**config.mk**
```make
export PLATFORM = sky130hd
export DESIGN_NAME = boot_loader_ctl
export DESIGN_NICKNAME = d
export VERILOG_FILES = /design/src/rtl/boot_loader_ctl.sv
export SDC_FILE = /design/constraint.sdc
export NUM_CORES = 1
export LEC_CHECK = 0
export CORE_MARGIN = 4
export CORE_UTILIZATION = 46
export DETAILED_ROUTE_END_ITERATION = 6
export MAX_ROUTING_LAYER = met4
export PLACE_DENSITY_LB_ADDON = 0.1
export SLEW_MARGIN = 20
export SYNTH_ARGS = -nofsm -noshare
export SYNTH_HDL_FRONTEND = slang
export SYNTH_SLANG_ARGS = --single-unit
```
**constraint.sdc**
```tcl
create_clock -name clk -period 2.54 [get_ports clk]
set_clock_uncertainty 0.2 [all_clocks]
set_input_delay 0.254 -clock clk [delete_from_list [all_inputs] [get_ports clk]]
set_output_delay 0.254 -clock clk [all_outputs]
set_load 0.02 [all_outputs]
```
**src/rtl/boot_loader_ctl.sv**
```systemverilog
// boot_loader_ctl
// Boot-load sequencer for the RISC_PROCESSOR core. It holds the core in
// reset while a host streams N_WORDS 16-bit words into the single-port
// memory starting at START_ADR. It then releases the core and gives the
// memory port to it. A later start pulse re-enters load mode.
module boot_loader_ctl #(
  parameter int unsigned N_WORDS   = 256,
  parameter logic [15:0] START_ADR = 16'h0000
) (
  input  logic        clk,
  input  logic        reset,
  input  logic        start,
  input  logic        ld_valid,
  input  logic [15:0] ld_data,
  output logic        ld_ready,
  input  logic [15:0] cpu_adr,
  input  logic [15:0] cpu_dout,
  input  logic        cpu_mw_en,
  output logic        cpu_reset,
  output logic [15:0] mem_adr,
  output logic [15:0] mem_din,
  output logic        mem_we,
  output logic        busy,
  output logic        done,
  output logic [15:0] word_cnt
);

  // Index of the final word of a load. The WRITE state compares the
  // pre-increment count against it to decide whether the load is complete.
  localparam logic [15:0] LAST_IDX = 16'(N_WORDS - 1);

  typedef enum logic [2:0] {
    HOLD,
    LOAD,
    WRITE,
    RELEASE,
    RUN
  } state_t;

  state_t      state;
  logic        ld_ready_q;
  logic        cpu_reset_q;
  logic        we_q;
  logic        busy_q;
  logic        done_q;
  logic [15:0] word_cnt_q;
  logic [15:0] adr_q;
  logic [15:0] data_q;

  // Sequencer FSM. All control outputs are registered and set on the
  // transition into the state that owns them. The loader address register
  // tracks START_ADR + word_cnt, so it wraps naturally at 16 bits.
  always_ff @(posedge clk or posedge reset) begin
    if (reset) begin
      state       <= HOLD;
      ld_ready_q  <= 1'b0;
      cpu_reset_q <= 1'b1;
      we_q        <= 1'b0;
      busy_q      <= 1'b0;
      done_q      <= 1'b0;
      word_cnt_q  <= 16'h0000;
      adr_q       <= START_ADR;
      data_q      <= 16'h0000;
    end else begin
      case (state)
        HOLD: begin
          if (start) begin
            state       <= LOAD;
            ld_ready_q  <= 1'b1;
            busy_q      <= 1'b1;
            cpu_reset_q <= 1'b1;
            done_q      <= 1'b0;
            word_cnt_q  <= 16'h0000;
            adr_q       <= START_ADR;
          end
        end
        LOAD: begin
          if (ld_valid && ld_ready_q) begin
            state      <= WRITE;
            data_q     <= ld_data;
            ld_ready_q <= 1'b0;
            we_q       <= 1'b1;
          end
        end
        WRITE: begin
          we_q       <= 1'b0;
          word_cnt_q <= word_cnt_q + 16'd1;
          adr_q      <= adr_q + 16'd1;
          if (word_cnt_q == LAST_IDX) begin
            state <= RELEASE;
          end else begin
            state      <= LOAD;
            ld_ready_q <= 1'b1;
          end
        end
        RELEASE: begin
          state       <= RUN;
          cpu_reset_q <= 1'b0;
          done_q      <= 1'b1;
          busy_q      <= 1'b0;
        end
        RUN: begin
          if (start) begin
            state       <= LOAD;
            ld_ready_q  <= 1'b1;
            busy_q      <= 1'b1;
            cpu_reset_q <= 1'b1;
            done_q      <= 1'b0;
            word_cnt_q  <= 16'h0000;
            adr_q       <= START_ADR;
          end
        end
        default: begin
          state       <= HOLD;
          ld_ready_q  <= 1'b0;
          cpu_reset_q <= 1'b1;
          we_q        <= 1'b0;
          busy_q      <= 1'b0;
          done_q      <= 1'b0;
        end
      endcase
    end
  end

  // Memory port ownership: the core drives it combinationally in RUN, so a
  // core write in the cycle that start arrives still lands. Everywhere else
  // the loader registers own the port and core writes are dropped.
  assign mem_adr   = (state == RUN) ? cpu_adr   : adr_q;
  assign mem_din   = (state == RUN) ? cpu_dout  : data_q;
  assign mem_we    = (state == RUN) ? cpu_mw_en : we_q;

  assign ld_ready  = ld_ready_q;
  assign cpu_reset = cpu_reset_q;
  assign busy      = busy_q;
  assign done      = done_q;
  assign word_cnt  = word_cnt_q;

endmodule

```
==> impl_metrics.ini <==
[global_routing]
antenna_found_initial = 0
grt_max_degree = 57
overflow = 0
first_global_vias = 2744
grtUsageTotal_pct = 19.5
grt_pass1_wl_um = 12900

[floorplanning]
die_w_um = 90.5
ios = 106
coreArea_mm2 = 0.00649
placementRows = 29
start_util_pct = 48.2
die-height_um = 90.5
dieArea_mm2 = 0.00819

[drt]
viasPerCell = 5.58
drt_iter0_markers = 93
dr.pass1.iters = 4
vias = 2704
drc = 0
routed_wl_um = 7760
wire_per_inst_um = 16.0
ant_nets = 0

[final_layout]
n_antenna_cell = 0
layout.cells.non_filler = 485
final_cell_mix = 72 x clkdlybuf4s50_1, 55 x dfrtp_1, 47 x mux2_2
drive_gt1_share_pct = 18.1
fillers = 542
syn2layout_area_growth_pct = 39.8
final_core_util_pct = 67.4
final_common_cell = clkdlybuf4s50_1
final_nets = 462

[worst_hold_path]
min_path_type = primary input to asynchronous set/reset pin

[logic_synthesis]
synth-edff-count = 0
synth_area_mm2 = 0.00313
yosys_most_used_dff = dfrtp_1
yosys_warnings = 0
syn_inst = 299
async_reset_ff_share_pct = 100
syn_area_per_cell_um2 = 10.5
ys_seq_area_share_pct = 44.8
synth_cell_types = 48
ys_ff_latch = 56
syn_nets = 354

[worst_setup_path]
critPathTopFamily = buffers and inverters
path_max_fanout = 24
r2r_cells = 5
rrSetupSlack_ns = 0.27
crit_chain = inv_1 > nor3_4 > buf_12 > mux2_2 > dlygate4sd2_1
r2r_end = adr_q[12]$_DFFE_PP0P_
worstSetupPathType = flip-flop to primary output
r2r-start = state[0]$_DFFE_PP0P_
cp-end-kind = primary output
path_buf_inv = 3
crit_required_ns = 2.09
slowest_stage = dfrtp_1
crit_path_max_incr_delay_ns = 0.36
worstPathArrival_ns = 1.94
start_kind = flip-flop

[power]
vdd_drop_max_uv = 615
powerDensity_mw_per_mm2 = 774
power_leakage_uw = 0.00191

[clocking]
cts-hold-fix-buffers = 0
cts_tree = done
post-cts-setup-buffers = 0
clock_tree.buffer_depth = 2
htreeDepth = 2
clk_latency_ns = 0.31
cts_num_sinks = 56
clk_pin_slew_worst_paths_ns = 0.10
root_buffer = clkbuf_8
numCtsBuffers = 5

[placed_design]
io_buffers = 105
routabilityCongestion = 0.791
place_inst = 477
dp_hpwl_um = 5800

[sta]
slew_headroom_pct = 58.8
rsz0062_at_grt = no
worst_slew_pin_slew_ns = 0.602
tns_ns = 0
max_freq_mhz = 418
setup_violations = 0
period_share_pct = 94.2
hold_viol = 0
period_needed_ns = 2.39
slew_violations = 0

[status]
status = finished, final reports clean

[flow_run]
drv_cap = 0
report_power, final:
part,internal [uW],switching [uW]
Clock,222,300
Sequential,1100,160
Combinational,787,816
Total,2110,1280
flip-flops by register name (all words and copies together), names as in the netlist:
register	cells
busy	1
cpu_reset	1
word_cnt	16
we_q	1
ld_ready	1
state	3
adr_q	16
data_q	16
done	1
synth_stat cells (4+ instances only):
library cell	number	area (um2)
a2111oi_0	4	35.0
inv_1	9	33.8
nand2_1	19	71.3
nand4_1	6	37.5
mux2_2	47	529
a21oi_1	20	100
buf_2	7	35.0
nor2_1	17	63.8
nand3_1	8	40.0
o31ai_1	5	37.5
xnor2_1	7	61.3
or4_1	6	45.0
o21ai_0	23	115
dfrtp_1	55	1380
or3_1	9	56.3
xor2_1	6	52.6
and3_1	4	25.0
area by class of cell:
cell class              instances  area [um2]  area share [%]
flip-flops and latches         56        1400            32.1
repair buffers                116        1140            26.1
multi-input cells             219        1600            36.7
clock inverters                 2        15.0           0.343
well taps                      77        96.3            2.20
clock buffers                   6        82.6            1.89
inverters                       9        33.8           0.772
cell families (layout without fill, tap and decap cells):
kind of cell,Yosys count,in the layout,synth area share [%]
flip-flops,56,56,44.8
AO/OA/AOI/OAI,66,66,13.2
AND/OR/NAND/NOR,89,89,15.8
XOR/XNOR,13,13,3.64
buffers and inverters,24,133,4.12
multiplexers,48,48,17.2
adder cells (fa/ha/maj),3,3,1.12
metrics by stage:
step / cell area, um2 / total power, uW / hold WS [ns] / setup slack (ns)
after floorplan: 3130 / 2310 / 0.161 / 0.408
after global placement: 4310 / 2990 / 0.295 / 0.288
after detailed placement: 4310 / 3020 / 0.298 / 0.235
after CTS: 4370 / 3420 / 0.113 / 0.00490
after global routing: 4380 / 3580 / 0.144 / 0.0480
final: 4380 / 3390 / 0.0941 / 0.147
routing by layer:
metal | GRT usage, % | part of all wire, % | up-vias
met5 | - | 0 | -
met4 | 4.08 | 0.70 | 0
met3 | 3.67 | 5.0 | 7
met2 | 33.0 | 49 | 78
met1 | 24.3 | 45 | 1312
li1 | - | - | 1307
worst reg2reg max path, stage by stage (launching register included):
cell      delay, ns
dfrtp_1        0.44
buf_4          0.22
nand4b_2       0.28
a211o_4        0.38
or4_1          0.53
a21oi_1        0.16
how the worst max path moves through the flow:
stage / end / slack [ns] / cells after the start / from
after floorplan: mem_adr[11] / 0.41 / 5 / state[2]$_DFFE_PP0P_
after global placement: adr_q[12]$_DFFE_PP0P_ / 0.29 / 5 / start
after detailed placement: adr_q[12]$_DFFE_PP0P_ / 0.23 / 5 / start
after CTS: mem_adr[6] / 0.005 / 6 / state[2]$_DFFE_PP0P_
after global routing: mem_adr[2] / 0.05 / 5 / state[2]$_DFFE_PP0P_
final: mem_adr[2] / 0.15 / 5 / state[2]$_DFFE_PP0P_
repair_timing:
action | CTS | global route
endpoints found under the setup margin | 31 | 2
resized for setup | 32 | 2
cloned | 0 | 0
pin swaps | 0 | 0
Note: power is estimated with default switching activity, not from simulation.
